===== src/rtl/opb_sw_reg_pkg.sv =====
// Shared definitions for OPB software-register slaves: register offsets,
// slave handshake states and the word-offset helper used by address decode.
package opb_sw_reg_pkg;

    localparam logic [7:0] REG_DATA  = 8'h00;
    localparam logic [7:0] REG_COUNT = 8'h04;
    localparam logic [7:0] REG_CTRL  = 8'h08;

    // Freeze lives in the least significant user bit, which OPB numbers 31.
    localparam int CTRL_FREEZE_BIT = 31;

    typedef enum logic [1:0] {
        IDLE = 2'd0,
        ACK  = 2'd1,
        GAP  = 2'd2
    } slave_state_t;

    // Word-aligned byte offset of an address inside a 256-byte window.
    function automatic logic [7:0] word_offset(input logic [31:0] addr,
                                               input logic [31:0] base);
        logic [7:0] low;
        low = 8'(addr - base);
        return low & 8'hFC;
    endfunction

endpackage


===== src/rtl/opb_slave_ack_fsm.sv =====
// Generic OPB slave handshake: window decode, IDLE/ACK/GAP sequencing,
// latched request fields and read-data gating. The owning block supplies a
// read mux addressed by hit_offset and acts on the latched write fields.
module opb_slave_ack_fsm
    import opb_sw_reg_pkg::*;
#(
    parameter logic [31:0] C_BASEADDR   = 32'h01008100,
    parameter logic [31:0] C_HIGHADDR   = 32'h010081FF,
    parameter int          C_OPB_AWIDTH = 32,
    parameter int          C_OPB_DWIDTH = 32
) (
    input  logic                    clk,
    input  logic                    rst_n,
    input  logic [0:C_OPB_AWIDTH-1] abus,
    input  logic [0:3]              be,
    input  logic [0:C_OPB_DWIDTH-1] dbus,
    input  logic                    rnw,
    input  logic                    select,
    input  logic [C_OPB_DWIDTH-1:0] rd_data,
    output logic [7:0]              hit_offset,
    output logic [7:0]              req_offset_reg,
    output logic                    req_rnw_reg,
    output logic [0:C_OPB_DWIDTH-1] req_dbus_reg,
    output logic [0:3]              req_be_reg,
    output logic                    ack_cycle,
    output logic [0:C_OPB_DWIDTH-1] sl_dbus
);

    slave_state_t              state_reg;
    slave_state_t              state_next;
    logic [31:0]               addr;
    logic                      hit;
    logic [0:C_OPB_DWIDTH-1]   rd_reg;

    assign addr       = 32'(abus);
    assign hit        = select && (addr >= C_BASEADDR) && (addr <= C_HIGHADDR);
    assign hit_offset = word_offset(addr, C_BASEADDR);

    // State register; reset clears it at once so the ack drops without a clock.
    always_ff @(posedge clk or negedge rst_n) begin
        if (!rst_n) begin
            state_reg <= IDLE;
        end else begin
            state_reg <= state_next;
        end
    end

    // Next state: decode only in IDLE, so a select held through GAP is not re-acked.
    always_comb begin
        state_next = state_reg;
        case (state_reg)
            IDLE:    if (hit) state_next = ACK;
            ACK:     state_next = GAP;
            GAP:     state_next = IDLE;
            default: state_next = IDLE;
        endcase
    end

    // Capture request fields and the read snapshot on the accepting edge.
    always_ff @(posedge clk or negedge rst_n) begin
        if (!rst_n) begin
            req_offset_reg <= '0;
            req_rnw_reg    <= 1'b0;
            req_dbus_reg   <= '0;
            req_be_reg     <= '0;
            rd_reg         <= '0;
        end else if (state_reg == IDLE && hit) begin
            req_offset_reg <= hit_offset;
            req_rnw_reg    <= rnw;
            req_dbus_reg   <= dbus;
            req_be_reg     <= be;
            rd_reg         <= rd_data;
        end
    end

    assign ack_cycle = (state_reg == ACK);
    assign sl_dbus   = (ack_cycle && req_rnw_reg) ? rd_reg : '0;

endmodule


===== src/rtl/opb_register_simulink2ppc.sv =====
// Fabric-to-PowerPC status register: holds the last captured fabric value,
// a capture counter and a software freeze bit, exposed over an OPB slave.
module opb_register_simulink2ppc
    import opb_sw_reg_pkg::*;
#(
    parameter logic [31:0] C_BASEADDR   = 32'h01008100,
    parameter logic [31:0] C_HIGHADDR   = 32'h010081FF,
    parameter int          C_OPB_AWIDTH = 32,
    parameter int          C_OPB_DWIDTH = 32,
    parameter string       C_FAMILY     = "virtex5"
) (
    input  logic                    OPB_Clk,
    input  logic                    OPB_Rst_n,
    input  logic [0:C_OPB_AWIDTH-1] OPB_ABus,
    input  logic [0:3]              OPB_BE,
    input  logic [0:C_OPB_DWIDTH-1] OPB_DBus,
    input  logic                    OPB_RNW,
    input  logic                    OPB_select,
    input  logic                    OPB_seqAddr,
    output logic [0:C_OPB_DWIDTH-1] Sl_DBus,
    output logic                    Sl_errAck,
    output logic                    Sl_retry,
    output logic                    Sl_toutSup,
    output logic                    Sl_xferAck,
    input  logic [31:0]             user_data_in,
    input  logic                    user_data_valid,
    output logic                    user_frozen
);

    logic [31:0]               data_reg;
    logic [31:0]               count_reg;
    logic                      freeze_reg;
    logic [31:0]               rd_mux;
    logic [7:0]                hit_offset;
    logic [7:0]                req_offset_reg;
    logic                      req_rnw_reg;
    logic [0:C_OPB_DWIDTH-1]   req_dbus_reg;
    logic [0:3]                req_be_reg;
    logic                      ack_cycle;
    logic                      capture;
    logic                      ctrl_write;
    logic                      unused_ok;

    opb_slave_ack_fsm #(
        .C_BASEADDR   (C_BASEADDR),
        .C_HIGHADDR   (C_HIGHADDR),
        .C_OPB_AWIDTH (C_OPB_AWIDTH),
        .C_OPB_DWIDTH (C_OPB_DWIDTH)
    ) u_fsm (
        .clk            (OPB_Clk),
        .rst_n          (OPB_Rst_n),
        .abus           (OPB_ABus),
        .be             (OPB_BE),
        .dbus           (OPB_DBus),
        .rnw            (OPB_RNW),
        .select         (OPB_select),
        .rd_data        (rd_mux),
        .hit_offset     (hit_offset),
        .req_offset_reg (req_offset_reg),
        .req_rnw_reg    (req_rnw_reg),
        .req_dbus_reg   (req_dbus_reg),
        .req_be_reg     (req_be_reg),
        .ack_cycle      (ack_cycle),
        .sl_dbus        (Sl_DBus)
    );

    // Read mux keyed on the live offset so the snapshot taken at accept is coherent.
    always_comb begin
        rd_mux = '0;
        case (hit_offset)
            REG_DATA:  rd_mux = data_reg;
            REG_COUNT: rd_mux = count_reg;
            REG_CTRL:  rd_mux[0] = freeze_reg;
            default:   rd_mux = '0;
        endcase
    end

    assign capture    = user_data_valid && !freeze_reg;
    assign ctrl_write = ack_cycle && !req_rnw_reg && (req_offset_reg == REG_CTRL)
                        && req_be_reg[3];

    // Capture path and freeze update; a capture on the freeze edge sees the old freeze.
    always_ff @(posedge OPB_Clk or negedge OPB_Rst_n) begin
        if (!OPB_Rst_n) begin
            data_reg   <= '0;
            count_reg  <= '0;
            freeze_reg <= 1'b0;
        end else begin
            if (capture) begin
                data_reg  <= user_data_in;
                count_reg <= count_reg + 32'd1;
            end
            if (ctrl_write) begin
                freeze_reg <= req_dbus_reg[CTRL_FREEZE_BIT];
            end
        end
    end

    assign Sl_xferAck  = ack_cycle;
    assign Sl_errAck   = 1'b0;
    assign Sl_retry    = 1'b0;
    assign Sl_toutSup  = 1'b0;
    assign user_frozen = freeze_reg;

    // Sequential-address hint and the non-freeze write bits carry no meaning here.
    assign unused_ok = ^{OPB_seqAddr, req_dbus_reg[0:CTRL_FREEZE_BIT-1], req_be_reg[0:2]};

endmodule

===== config.mk =====
export PLATFORM = sky130hd
export DESIGN_NAME = opb_register_simulink2ppc
export DESIGN_NICKNAME = d
export VERILOG_FILES = /design/src/rtl/opb_sw_reg_pkg.sv /design/src/rtl/opb_slave_ack_fsm.sv /design/src/rtl/opb_register_simulink2ppc.sv
export SDC_FILE = /design/constraint.sdc
export NUM_CORES = 1
export LEC_CHECK = 0
export CORE_MARGIN = 5
export CORE_UTILIZATION = 45
export CTS_CLUSTER_DIAMETER = 40
export DETAILED_ROUTE_END_ITERATION = 12
export GPL_TIMING_DRIVEN = 0
export PLACE_DENSITY = 0.75
export SETUP_SLACK_MARGIN = 0.02
export SYNTH_ARGS = -nofsm -noshare
export SYNTH_HDL_FRONTEND = slang
export SYNTH_SLANG_ARGS = --single-unit

===== constraint.sdc =====
create_clock -name OPB_Clk -period 2.2 [get_ports OPB_Clk]
set_clock_uncertainty 0.2 [all_clocks]
set_input_delay 0.33 -clock OPB_Clk [delete_from_list [all_inputs] [get_ports OPB_Clk]]
set_output_delay 0.33 -clock OPB_Clk [all_outputs]
set_load 0.01 [all_outputs]

==> summary.txt <==
Run status
  • Status: finished, violations left
  • Failing checks: negative setup slack

GRT
  • Overflow after GRT: 0
  • Vias in the first global route: around 4000
  • Largest net degree at the start of global routing: 57
  • Total track usage: about a fifth
  • First-pass GRT wire length: 19900 um
  • Initial antenna violation count: 0

STA
  • Final Hold Vio Count: 0
  • Final worst-path cycle share: 103%
  • RSZ-0062 raised after global routing: true
  • Worst setup margin: -61.6 ps
  • # setup viols final: 26
  • Hold_ws: 279 ps
  • Slew HR: between 50% and 60%
  • Slew Viols, Final: 0
  • Total Neg Setup Slack: -607 ps
  • Peak Freq: 0.442 GHz
  • Slew @ Worst Pin: between 600 and 700 ps
  • Min cycle time layout: 2260 ps

Critical path
  • Critical path class: primary input to register
  • Crit path DAT: 2290 ps
  • Worst path buffer plus inverter count: 3
  • Critical-path maximum fanout: 6
  • Worst-path cell chain: clkdlybuf4s50_1, nor4_4, nand4_1, nor3_4, buf_12, clkbuf_16, mux2_2
  • Largest delay share family, worst path: buffers and inverters
  • CP endpoint kind: register
  • Worst Setup Start Kind: primary input
  • Worst Path Required: 2230 ps
  • Worst path slowest cell: clkdlybuf4s50_1
  • Critical path's largest stage delay: 480 ps

Floorplan
  • I/O Pins: 143
  • Die height: 117 um
  • Die width: 117 um
  • Core area: around 11000 um^2
  • Initial core utilization: 45.5%
  • Row count: 39
  • Die area: 13600 um^2

Placement
  • Inst Count DP: 663
  • Port bufs: 101
  • Placed Instance Area: about 6300 um^2
  • Placer Congestion: 0.805
  • HPWL Detailed: 8630 um
  • Setup slack at placement: -530 ps

Layout
  • Most common cell after layout, fill and taps aside: dfrtp_1
  • Flip-flop and latch area: 2700 um^2
  • Fin nets: 656
  • Diode count: 0
  • Synth-to-layout area growth: 36.3%
  • Fraction of layout cells with a size suffix above 1: 30.8%
  • Cell area after layout: 6980 um^2
  • Filler cells: 894
  • Commonest non-fill, non-tap cells in the layout: dfrtp_1, clkdlybuf4s50_1, mux2_2
  • Util after Layout: around three fifths
  • Layout Cells excl Fill: 695
  • Area of the multi-input gates: 2440 um^2

Job
  • Max-cap viol count: 0

Drt
  • Drt pass-1 iters: 4
  • Routed wl met2: 6230 um
  • Initial drt markers: 200
  • Residual DRC: 0
  • Routed WL: 13000 um
  • Met3 wire len: 659 um
  • Via density: 5.41
  • Final antenna-violating net count: 0
  • Met1 WL: just under 6000 um
  • Via count: approximately 3800
  • Average wire per standard cell: 18.7 um
  • Top sig layer: met4

Yosys
  • Commonest register cell after synthesis: dfrtp_1
  • Post-synthesis cell type count: 32
  • Syn Inst Count: roughly 420
  • Post-synthesis register bit count: 108
  • Fraction of the yosys area taken by sequential cells: between 50 and 60%
  • EDFF count, synth: 0
  • FFs w/ async S/R, synth: 100%
  • Synth warn: 0
  • Yosys top cell area share: 52.7%
  • Mean Syn Cell Area: 12.3 um^2
  • Synth area leaders: dfrtp_1, mux2_2, mux2i_1, and3_1, xnor2_1
  • Yosys top cell by area: dfrtp_1
  • Post-Syn Area: between 5000 and 6000 um^2

Worst hold path
  • Worst hold path type: register to register

Clock tree
  • Number of CTS-inserted buffers: 9
  • Clock Tree Root: clkbuf_16
  • Sink Count: about 110
  • Reg clk slew, reported paths: 70 ps
  • Clock latency on the worst-skew pair: 350 ps
  • H-tree depth: 3
  • Clk buf depth: 2
  • CTS tree: yes

Power and ir drop
  • Pwr dens: 622 nW/um^2
  • Total power: 4.34 mW
  • VDD IR-drop max: approximately 0.34 mV
  • Leak: 3.36 nW
==> power breakdown <==
part	internal (mW)	switching [mW]	total [mW]
registers	2.11	0.123	2.23
logic	0.286	0.208	0.494
clock network	0.931	0.686	1.62
==> layer usage <==
metal / global-route usage, % / up-vias
li1: - / 1728
met1: 25.4 / 1909
met2: 30.9 / 99
met3: 3.47 / 26
met4: 7.19 / 0
met5: 0 / -
==> cells in the mapped netlist, types with 2 or more instances <==
library cell,n
buf_6,4
buf_2,6
dfrtp_1,108
nor4_4,3
nor2_1,35
mux2_2,71
nor2b_1,3
nand3_1,14
xor2_1,6
mux2i_1,33
xnor2_1,25
inv_1,3
and2_1,3
mux2_1,3
nor4b_1,4
nand2_1,11
buf_4,3
nor3_1,4
nand4_1,13
and3_1,37
nor4_1,4
and4_1,2
clkbuf_1,12
==> repair_timing <==
item,4_1_cts,5_1_grt
resized for setup,53,110
pin swaps,2,7
endpoints found under the hold margin,52,0
buffers inserted,7,3
gates cloned,2,5
hold buffers,1,0
setup endpoints to repair,71,111
==> area by class of cell <==
type | count | share of cell area (%)
well taps | 143 | 2.56
clock buffers | 12 | 3.67
inverters | 3 | 0.161
plain buffers | 25 | 3.06
clock inverters | 2 | 0.502
multi-input cells | 282 | 34.9
repair buffers | 120 | 16.4
flip-flops and latches | 108 | 38.7
==> cells by family (layout without fill, tap and decap cells) <==
group	after synthesis	count (layout)	synth area share, %
multiplexers	107	107	22.7
buffers and inverters	28	162	3.00
flip-flops	108	108	52.7
XOR/XNOR	31	31	5.30
adder cells (fa/ha/maj)	1	1	0.244
AO/OA/AOI/OAI	1	1	0.0976
other	1	3	0.0732
AND/OR/NAND/NOR	139	139	15.8
==> worst paths after layout <==
kind	from	end	slack (ps)	depth (start not counted)
hold reg to reg	count_reg[31]	count_reg[31]	280	1
min in group asynchronous	OPB_Rst_n	u_fsm.rd_reg[16]	370	2
max in group asynchronous	OPB_Rst_n	u_fsm.req_offset_reg[2]	730	3
setup / recovery	OPB_ABus[0]	u_fsm.rd_reg[30]	-60	7
hold / removal	count_reg[31]	count_reg[31]	280	1
setup reg to reg	u_fsm.state_reg[0]	u_fsm.rd_reg[30]	-10	7
No activity file was read; power rests on OpenSTA's default activity.
